### config.mk
export PLATFORM = sky130hd
export DESIGN_NAME = snap_capture_ctrl
export DESIGN_NICKNAME = d
export VERILOG_FILES = /design/src/rtl/snap_capture_ctrl.sv
export SDC_FILE = /design/constraint.sdc
export NUM_CORES = 1
export LEC_CHECK = 0
export CAP_MARGIN = 20
export CORE_MARGIN = 2
export CORE_UTILIZATION = 48
export CTS_CLUSTER_SIZE = 25
export DETAILED_ROUTE_END_ITERATION = 10
export PLACE_DENSITY = 0.9
export SLEW_MARGIN = 30
export SYNTH_ARGS = -nofsm -noshare
export SYNTH_HDL_FRONTEND = slang
export SYNTH_SLANG_ARGS = --single-unit
### constraint.sdc
create_clock -name clk -period 3.8 [get_ports clk]
set_input_delay 0.76 -clock clk [delete_from_list [all_inputs] [get_ports clk]]
set_output_delay 0.76 -clock clk [all_outputs]
set_load 0.01 [all_outputs]
### src/rtl/snap_capture_ctrl.sv
// Write-side controller for the snapshot capture BRAM: arm, trigger, optional
// post-trigger discard, then stream valid samples into port A with status export.
module snap_capture_ctrl #(
    parameter int DATA_WIDTH = 128,
    parameter int ADDR_WIDTH = 12
) (
    input  logic                  clk,
    input  logic                  rst_n,
    input  logic                  ctrl_arm,
    input  logic                  ctrl_trig_en,
    input  logic [31:0]           ctrl_offset,
    input  logic [ADDR_WIDTH:0]   ctrl_len,
    input  logic [DATA_WIDTH-1:0] din,
    input  logic                  din_valid,
    input  logic                  trig,
    output logic                  bram_we,
    output logic [ADDR_WIDTH-1:0] bram_addr,
    output logic [DATA_WIDTH-1:0] bram_wr_data,
    output logic                  status_armed,
    output logic                  status_done,
    output logic [ADDR_WIDTH:0]   status_count
);

    typedef enum logic [2:0] {
        S_IDLE,
        S_ARMED,
        S_DELAY,
        S_CAPTURE,
        S_DONE
    } state_t;

    localparam logic [ADDR_WIDTH:0] FULL_LEN = {1'b1, {ADDR_WIDTH{1'b0}}};
    localparam logic [ADDR_WIDTH:0] ONE_CNT  = {{ADDR_WIDTH{1'b0}}, 1'b1};

    state_t                  state_q, state_d;
    logic                    arm_q;
    logic [31:0]             offset_q, offset_d;
    logic [31:0]             disc_q, disc_d;
    logic [ADDR_WIDTH:0]     len_q, len_d;
    logic [ADDR_WIDTH:0]     count_q, count_d;
    logic                    we_q, we_d;
    logic [ADDR_WIDTH-1:0]   addr_q, addr_d;
    logic [DATA_WIDTH-1:0]   data_q, data_d;
    logic                    armed_q, armed_d;
    logic                    done_q, done_d;

    logic                    arm_edge;
    logic                    trig_event;
    logic                    write_now;

    assign arm_edge   = ctrl_arm & ~arm_q;
    assign trig_event = din_valid & (trig | ~ctrl_trig_en);

    // NOTE: every variable gets a default before the case so no latch is inferred.
    always_comb begin
        state_d   = state_q;
        offset_d  = offset_q;
        disc_d    = disc_q;
        len_d     = len_q;
        count_d   = count_q;
        we_d      = 1'b0;
        addr_d    = addr_q;
        data_d    = data_q;
        write_now = 1'b0;

        // An arm edge restarts from any state and suppresses a coincident write.
        if (arm_edge) begin
            offset_d = ctrl_offset;
            len_d    = ((ctrl_len == '0) || (ctrl_len > FULL_LEN)) ? FULL_LEN : ctrl_len;
            count_d  = '0;
            disc_d   = '0;
            state_d  = S_ARMED;
        end else begin
            case (state_q)
                S_ARMED: begin
                    if (trig_event) begin
                        if (offset_q == 32'd0) begin
                            write_now = 1'b1;
                        end else if (offset_q == 32'd1) begin
                            state_d = S_CAPTURE;
                        end else begin
                            disc_d  = 32'd1;
                            state_d = S_DELAY;
                        end
                    end
                end
                S_DELAY: begin
                    if (din_valid) begin
                        disc_d = disc_q + 32'd1;
                        if ((disc_q + 32'd1) == offset_q) begin
                            state_d = S_CAPTURE;
                        end
                    end
                end
                S_CAPTURE: begin
                    write_now = din_valid;
                end
                default: ;
            endcase
        end

        if (write_now) begin
            we_d    = 1'b1;
            addr_d  = count_q[ADDR_WIDTH-1:0];
            data_d  = din;
            count_d = count_q + ONE_CNT;
            state_d = ((count_q + ONE_CNT) == len_q) ? S_DONE : S_CAPTURE;
        end

        // Armed stays up through the final write pulse; done follows one cycle later.
        armed_d = (state_d == S_ARMED) || (state_d == S_DELAY) || (state_d == S_CAPTURE)
                  || ((state_d == S_DONE) && (state_q != S_DONE));
        done_d  = (state_d == S_DONE) && (state_q == S_DONE);
    end

    // NOTE: sequential state uses non-blocking assignments so all registers update together.
    always_ff @(posedge clk or negedge rst_n) begin
        if (!rst_n) begin
            state_q  <= S_IDLE;
            arm_q    <= 1'b0;
            offset_q <= '0;
            disc_q   <= '0;
            len_q    <= '0;
            count_q  <= '0;
            we_q     <= 1'b0;
            addr_q   <= '0;
            data_q   <= '0;
            armed_q  <= 1'b0;
            done_q   <= 1'b0;
        end else begin
            state_q  <= state_d;
            arm_q    <= ctrl_arm;
            offset_q <= offset_d;
            disc_q   <= disc_d;
            len_q    <= len_d;
            count_q  <= count_d;
            we_q     <= we_d;
            addr_q   <= addr_d;
            data_q   <= data_d;
            armed_q  <= armed_d;
            done_q   <= done_d;
        end
    end

    assign bram_we      = we_q;
    assign bram_addr    = addr_q;
    assign bram_wr_data = data_q;
    assign status_armed = armed_q;
    assign status_done  = done_q;
    assign status_count = count_q;

endmodule

# Word level (Yosys, flattened, before mapping)
# Index checks and enable logic that the tools add are counted.
# W data, S select, Z words.
[word_totals]
out_inout_bits = 156
input_bits = 179
reg_bits = 237
word_cells = 69
[op_classes]
bitwise = 5
n_addsub = 2
muxes = 23
n_eq_ne = 16
reduce_logical = 11
order_cmp = 1
[op_table]
columns = ["op", "count"]
rows = [
  ["$mux W32", 5],
  ["$pmux W32 S2", 1],
  ["$mux W13", 3],
  ["$add A32 B1 Y32 const B", 1],
  ["$eq A32 B1 Y1 const B", 1],
  ["$eq A32 B32 Y1", 1],
  ["$logic_not A32 Y1", 1],
  ["$mux W3", 7],
  ["$ne A3 B3 Y1 const B", 5],
  ["$add A13 B1 Y13 const B", 1],
  ["$eq A13 B13 Y1", 1],
  ["$gt A13 B13 Y1 const B", 1],
  ["$logic_not A13 Y1", 1],
  ["$eq A3 B2 Y1 const B", 4],
  ["$eq A3 B1 Y1 const B", 2],
  ["$eq A3 B3 Y1 const B", 2],
  ["$pmux W3 S2", 1],
  ["$mux W1", 5],
  ["$reduce_and A5 Y1", 1],
  ["$logic_or A1 B1 Y1", 4],
  ["$reduce_bool A3 Y1", 1],
  ["$and A1 B1 Y1", 2],
  ["$logic_and A1 B1 Y1", 2],
  ["$not A1 Y1", 2],
  ["other kinds (3)", 3],
]

# Logic depth before layout (Yosys ltp)
# Gate-level depths: netlist of run 1.
[logic_depth]
ltp_word = 11
depth_mapped = 10

# Worst setup path after synthesis of run 1
# Ideal clock, no wire load.
[synth_path]
path_type = "flip-flop to flip-flop"
from = "register disc_q[1]"
to = "register state_q[0]"
path_stages_with_launch = 9
path_slack_ns = 1.015
required_ns = 3.708
synth_period_minus_slack_ns = 2.785
arrival_time_ns = 2.694
path_cell_list = "dfrtp_1 > ha_1 > nand3_1 > nor2_1 > mux2_2 > a2111oi_0 > nand4_1 > or4_1 > o31ai_2"
[synth_via]
elab_chain_len = 7
[synth_lines]
columns = ["element", "line", "text"]
rows = [
  ["start: declaration", "38", "logic [31:0] disc_q, disc_d;"],
  ["start signal: assignment", "134", "disc_q <= disc_d;"],
  ["$add A32 B1 Y32", "90", "if ((disc_q + 32'd1) == offset_q) begin"],
  ["$eq A32 B32 Y1", "90", ""],
  ["$mux W3", "90", ""],
  ["$mux W3", "88", "if (din_valid) begin"],
  ["$pmux W3 S2", "74", "case (state_q)"],
  ["$mux W3", "67", "if (arm_edge) begin"],
  ["$mux W3", "102", "if (write_now) begin"],
  ["via state_d[0]", "35", "state_t state_q, state_d;"],
  ["end signal: assignment", "131", "state_q <= state_d;"],
  ["end: declaration", "35", ""],
]
# The timed path passes the listed nets, and every way through them passes these cells.
# A chain may end at the register's enable or synchronous reset.

# Worst setup path in the final report of run 1
[layout_path]
from = "register offset_q[10]"
to = "register data_q[101] (netlist: bram_wr_data[101])"
[layout_via]
elab_chain_len = 5
[layout_lines]
columns = ["element", "line", "text"]
rows = [
  ["start: declaration", "37", "logic [31:0] offset_q, offset_d;"],
  ["start signal: assignment", "133", "offset_q <= offset_d;"],
  ["$logic_not A32 Y1", "77", "if (offset_q == 32'd0) begin"],
  ["$mux W1", "77", ""],
  ["$mux W1", "76", "if (trig_event) begin"],
  ["$pmux W1 S2", "74", ""],
  ["$mux W1", "67", ""],
  ["end signal: assignment", "139", "data_q <= data_d;"],
  ["end: declaration", "43", "logic [DATA_WIDTH-1:0] data_q, data_d;"],
]
# Every way passes these cells.

==> results of run 1 <==
[area by class of cell]
| cell class | count | area (sq um) |
|---|---|---|
| Antenna cell | 6 | 15.0 |
| Clock buffer | 36 | 748 |
| Clock inverter | 11 | 97.6 |
| Fill cell | 1597 | 7030 |
| Inverter | 7 | 31.3 |
| Multi-Input combinational cell | 688 | 4920 |
| Sequential cell | 237 | 5930 |
| Tap cell | 285 | 357 |
| Timing Repair Buffer | 357 | 3580 |
[synthesized netlist by cell type, types with 4 or more instances]
cell | n | area share
nor3_1 | 11 | 0.0049
nor4_1 | 12 | 0.0067
mux2_2 | 143 | 0.14
inv_1 | 7 | 0.0024
clkbuf_1 | 36 | 0.012
and4_1 | 10 | 0.0078
xor2_1 | 28 | 0.022
nand3_1 | 21 | 0.0094
and3_1 | 13 | 0.0073
buf_1 | 5 | 0.0017
or4_1 | 4 | 0.0027
nand2b_1 | 4 | 0.0022
dfrtp_1 | 237 | 0.53
nor2_1 | 51 | 0.017
mux2i_1 | 6 | 0.0054
o31ai_1 | 18 | 0.012
a22o_1 | 11 | 0.0086
or3_1 | 6 | 0.0034
o41ai_1 | 6 | 0.0047
nand3b_1 | 6 | 0.0040
o21ai_0 | 56 | 0.025
a31oi_1 | 10 | 0.0056
buf_6 | 5 | 0.0050
nand4_1 | 26 | 0.015
a21oi_1 | 14 | 0.0063
buf_2 | 14 | 0.0063
o211ai_1 | 4 | 0.0027
xnor2_1 | 38 | 0.030
and2_1 | 14 | 0.0078
nand2_1 | 127 | 0.043
[sequential cells by signal, indices dropped and copies added (netlist names)]
name	cells
offset_q	32
status_armed	1
arm_q	1
status_done	1
status_count	13
bram_addr	12
state_q	3
bram_we	1
len_q	13
disc_q	32
bram_wr_data	128
[stage by stage]
| step | instances | power [mW] | util |
|---|---|---|---|
| 2_1_floorplan | 994 | 5.40 | - |
| 3_3_place_gp | 1574 | 7.43 | 0.653 |
| 3_5_place_dp | 1574 | 7.61 | 0.653 |
| 4_1_cts | 1621 | 10.2 | 0.690 |
| 5_1_grt | 1626 | 10.6 | 0.690 |
| 6_report | 1627 | 10.1 | 0.691 |
[power by group]
| group | internal [mW] | total (mW) | switching (mW) |
|---|---|---|---|
| Sequential | 3.33 | 3.89 | 0.552 |
| Combinational | 2.24 | 3.73 | 1.49 |
| Clock | 1.44 | 2.48 | 1.04 |
[worst reg2reg max path, stage by stage (launching register included)]
cell	delay, ps
dfrtp_1	430
nor4_1	570
nand4_1	280
o41ai_1	660
nand2_1	250
inv_6	300
buf_12	270
mux2_2	410
[logic make-up after synthesis]
kind of cell,count (synthesis),synth area share
and+or+nand+nor,323,0.149
DFF,237,0.531
muxes,149,0.150
AOI/OAI and AO/OA,148,0.0875
buffers and inverters,69,0.0288
xor gates and xnor gates,66,0.0518
adders and majority gates,2,0.00224
[routing by layer]
layer  global-route usage  share of wire  up-vias  wire [um]
met2                0.485           0.51      412      17500
met1                0.330           0.38     4575      13000
met5                    0              0        -          0
met4                0.113          0.037        0       1270
met3               0.0659          0.080       69       2770
li1                     -              -     4226          -
[how the worst max path moves through the flow]
stage | from | to | slack (ps) | cells past startpoint
after floorplan | disc_q[1] | state_q[0] | 1010 | 8
after global placement | din_valid | state_q[0] | 550 | 8
after detailed placement | din_valid | state_q[0] | 440 | 8
after CTS | offset_q[10] | bram_wr_data[76] | 540 | 7
after global routing | offset_q[10] | bram_wr_data[101] | 370 | 7
final | offset_q[10] | bram_wr_data[101] | 500 | 7
==> flow_metrics.tcl, run 1 <==
set metrics [dict create \
    status "completed" \
    overflow 0 \
    seq_area_frac_synth 0.531 \
    placed_area_sq_um 14800 \
    crit_path_max_fanout 35 \
    r2r_end "bram_wr_data[101]" \
    fin_skew_ps 22.4 \
    timing.hold.ws_ps 273 \
    cp_slowest_stage_delay_ps 660 \
    fin_nets 1498 \
    cp.arrival_ps 3690 \
    drt_wl_total_mm 34.5 \
    fp.dieH_um 156 \
    cts_tree "built" \
    areaGrowthSynthToFinish_pct 40.5 \
    yosysWarnings 0 \
    drt-initial-drc-count 620 \
    syn_inst 994 \
    die_w_um 156 \
    rsz0062_at_grt "false" \
    synth_edf_count 0 \
    insertion_delay_ps 540 \
    setup_viol 0 \
    cts_setup_buffers 0 \
    initial_utilization 0.492 \
    track_usage 0.278 \
    worstPathCellList "nor4_1 -> nand4_1 -> o41ai_1 -> nand2_1 -> inv_6 -> buf_12 -> mux2_2" \
    cts_buffers 26 \
    drive_gt1_frac 0.171 \
    synth.avg_cell_area_sq_um 11.2 \
    clk_path_buf_depth 3 \
    hold_path.class "in -> async" \
    final_cell_mix "333 x clkdlybuf4s50_1, 237 x dfrtp_1, 143 x mux2_2" \
    clk_pin_slew_ps 60 \
    post_drt_wl_per_cell_um 21.2 \
    worstPathRequired_ps 4200 \
    place_ws_ps 442 \
    core-area_sq_um 22700 \
    ys_types 62 \
    clock.fmax_mhz 303 \
    drcViolationCount 0 \
    grt_pass1_vias 9503 \
    hpwl_mm 25.1 \
    setup_slack_ps 503 \
    numPortBuffers 334 \
    period_needed_ps 3300 \
    final.setup.tns_ps 0 \
    worst_slew_pin_slew_ps 726 \
    synth-main-ff-cell "dfrtp_1" \
    ff2ff_setup_slack_ps 500 \
    htreeDepth 1 \
    critPathBufInv 2 \
    end_kind "register" \
    p_leak_nw 6.64 \
    slew_headroom 0.516 \
    yosys_register_bits 237 \
    r2r_start "offset_q[10]" \
    ff2ff_path_depth 7 \
    powerDensity_nw_per_um2 644 \
    via_count 9282 \
    die_area_sq_um 24500 \
    syn-cell-area_sq_um 11200 \
    pin_count 335 \
    cts_resized 0 \
    rows 55 \
    cp_slowest_cell "o41ai_1" \
    stdcell_area_sq_um 15700 \
    grt_pass1_wl_mm 53.3 \
    finalMaxSlewViolations 0 \
    layout_commonest_cell "clkdlybuf4s50_1" \
    grt_max_degree 92 \
    start_kind "register" \
    gp_congestion 0.931 \
    antenna_found_initial 5 \
    synth_fp_nets 1175 \
    peakVddDrop_uv 449 \
    cts-root-buf "clkbuf_16" \
    async_reset_ff_frac 1.00 \
    cap_viol_max_count 0 \
    setup.worst_path.class "reg -> reg" \
    cts_hold_buf 0 \
    timing.final.hold_violations 0 \
    detail_route.first_pass.iterations 5 \
    clkSinkCount 237 \
    fin_crit_sh 0.868 \
    via_per_inst 5.70 \
    path_delay_family "simple AND/OR/NAND/NOR gates" \
    drt.antenna.violating_nets 0 \
]
Power figures use the tool's default switching activity.
==> inputs of run 2 (changes only) <==
--- a/config.mk
+++ b/config.mk
@@ -10,6 +10,7 @@
 export CORE_UTILIZATION = 48
 export CTS_CLUSTER_SIZE = 25
 export DETAILED_ROUTE_END_ITERATION = 10
+export GPL_TIMING_DRIVEN = 0
 export PLACE_DENSITY = 0.9
 export SLEW_MARGIN = 30
 export SYNTH_ARGS = -nofsm -noshare
==> run 2 against run 1 <==
Effect of this change: sequential share of layout area decreased by 0.48 points; largest power group unchanged; worst setup slack worse by 370 ps; global-route usage is 1.5 points higher; die area unchanged; critical path depth grew 2; sequential power barely moved; wire length up 6.8%; register-to-register slack got worse by 370 ps; cell count rose by 2.8%; count of clock-buffer cells in the layout grew 3; via count rose by 2.7%; fmax down 10%.
==> flow_metrics.tcl, run 2 (synthesis gave the netlist of run 1 again) <==
set metrics [dict create \
    core-area_sq_um 22700 \
    grt_pass1_wl_mm 55.2 \
    slew_headroom 0.454 \
    clock.fmax_mhz 273 \
    via_per_inst 5.70 \
    antenna_found_initial 9 \
    layout_commonest_cell "clkdlybuf4s50_1" \
    cts_hold_buf 0 \
    worstPathRequired_ps 4240 \
    status "completed" \
    pin_count 335 \
    rows 55 \
    critPathCapture "state_q[0]" \
    fin_nets 1539 \
    die_area_sq_um 24500 \
    end_kind "register" \
    start_kind "register" \
    numPortBuffers 334 \
    drt-initial-drc-count 684 \
    powerDensity_nw_per_um2 649 \
    cts-root-buf "clkbuf_16" \
    track_usage 0.293 \
    r2r_end "state_q[0]" \
    setup_slack_ps 137 \
    drive_gt1_frac 0.166 \
    overflow 0 \
    drt_wl_total_mm 36.9 \
    fin_crit_sh 0.964 \
    drcViolationCount 0 \
    grt_max_degree 90 \
    clk_path_buf_depth 3 \
    cp_common_cell "or4_1" \
    cts_setup_buffers 0 \
    worstPathCellList "ha_1 -> nand3_1 -> nor4_4 -> and2_1 -> buf_6 -> xnor2_1 -> or4_1 -> or4_1 -> o31ai_2" \
    cts_buffers 26 \
    ff2ff_setup_slack_ps 140 \
    p_leak_nw 6.73 \
    hold_path.class "in -> async" \
    period_needed_ps 3660 \
    final.setup.tns_ps 0 \
    hpwl_mm 26.9 \
    cts_tree "built" \
    worst_slew_pin_slew_ps 799 \
    largest_register_ff_count 128 \
    timing.final.hold_violations 0 \
    insertion_delay_ps 540 \
    via_count 9531 \
    timing.hold.ws_ps 165 \
    setup_viol 0 \
    setup.worst_path.class "reg -> reg" \
    r2r_start "disc_q[1]" \
    die_w_um 156 \
    gp_congestion 0.914 \
    clk_pin_slew_ps 60 \
    fp.dieH_um 156 \
    place_ws_ps -214 \
    final_cell_mix "333 x clkdlybuf4s50_1, 237 x dfrtp_1, 143 x mux2_2" \
    clkSinkCount 237 \
    areaGrowthSynthToFinish_pct 42.3 \
    cp_slowest_cell "nor4_4" \
    htreeDepth 1 \
    ff2ff_path_depth 9 \
    grt_pass1_vias 9498 \
    crit_path_max_fanout 10 \
    startpoint "disc_q[1]" \
    post_drt_wl_per_cell_um 22.0 \
    rsz0062_at_grt "false" \
    cap_viol_max_count 0 \
    initial_utilization 0.492 \
    cp.arrival_ps 4110 \
    finalMaxSlewViolations 0 \
    cp_slowest_stage_delay_ps 640 \
    fin_skew_ps 22.7 \
    peakVddDrop_uv 523 \
    drt.antenna.violating_nets 0 \
    detail_route.first_pass.iterations 5 \
]
==> run 2: cell types whose count changed in the layout (fill, tap and decap cells not counted), sizes merged <==
cell / before / now
clkbuf: 36 / 75
clkinv: 9 / 3
buf: 24 / 29
diode: 6 / 11
bufinv: 1 / 3
clkinvlp: 1 / 2
==> run 2: area by class of cell <==
class	instances	area, sq um
inverters	7	26.3
flip-flops and latches	237	5930
diodes	11	27.5
repair buffers	336	3400
clock inverters	8	120
well taps	285	357
multi-input cells	688	4930
clock buffers	39	791
fillers	1601	6830
plain buffers	62	297
==> run 2: metrics by stage <==
step	utilization	power, mW	cell area [sq um]	std cells
2_1_floorplan	-	5.40	11200	994
3_3_place_gp	0.654	7.45	14900	1613
3_5_place_dp	0.657	7.61	14900	1615
4_1_cts	0.697	10.4	15800	1662
5_1_grt	0.699	10.8	15900	1671
6_report	0.699	10.3	15900	1673
==> run 2: routing by layer <==
layer	global-route usage	share of wire	vias to the layer above
li1	-	-	4304
met1	0.344	0.37	4722
met2	0.515	0.52	427
met3	0.0665	0.076	78
met4	0.126	0.030	0
met5	0	0	-
==> run 2: where the power goes <==
| group | internal [mW] | switching [mW] | leakage, nW |
|---|---|---|---|
| Combinational | 2.23 | 1.55 | 3.32 |
| Clock | 1.63 | 1.03 | 0.443 |
| Sequential | 3.33 | 0.523 | 2.97 |
| Total | 7.20 | 3.11 | 6.73 |
==> run 2: how the worst min path moves through the flow <==
| stage | cells past startpoint | to | from | slack (ps) |
|---|---|---|---|---|
| finish | 1 | disc_q[22] | rst_n | 160 |
| global route | 1 | disc_q[22] | rst_n | 210 |
| CTS | 1 | disc_q[22] | rst_n | 180 |
| detailed placement | 1 | bram_wr_data[111] | bram_wr_data[111] | 490 |
| global placement | 2 | len_q[3] | len_q[3] | 480 |
| floorplan | 0 | arm_q | rst_n | 460 |
==> run 2: worst max-delay path: cells and delay by family, from the launching register on <==
kind | cells | cell delay (ps)
and+or+nand+nor | 5 | 2300
DFF | 1 | 500
adders and majority gates | 1 | 300
AOI/OAI and AO/OA | 1 | 240
buffers and inverters | 1 | 120
xor gates and xnor gates | 1 | 100
==> run 2: repair_timing <==
action	4_1_cts	5_1_grt
endpoints found under the hold margin	0	0
endpoints found under the setup margin	1	110
resized for setup	2	5
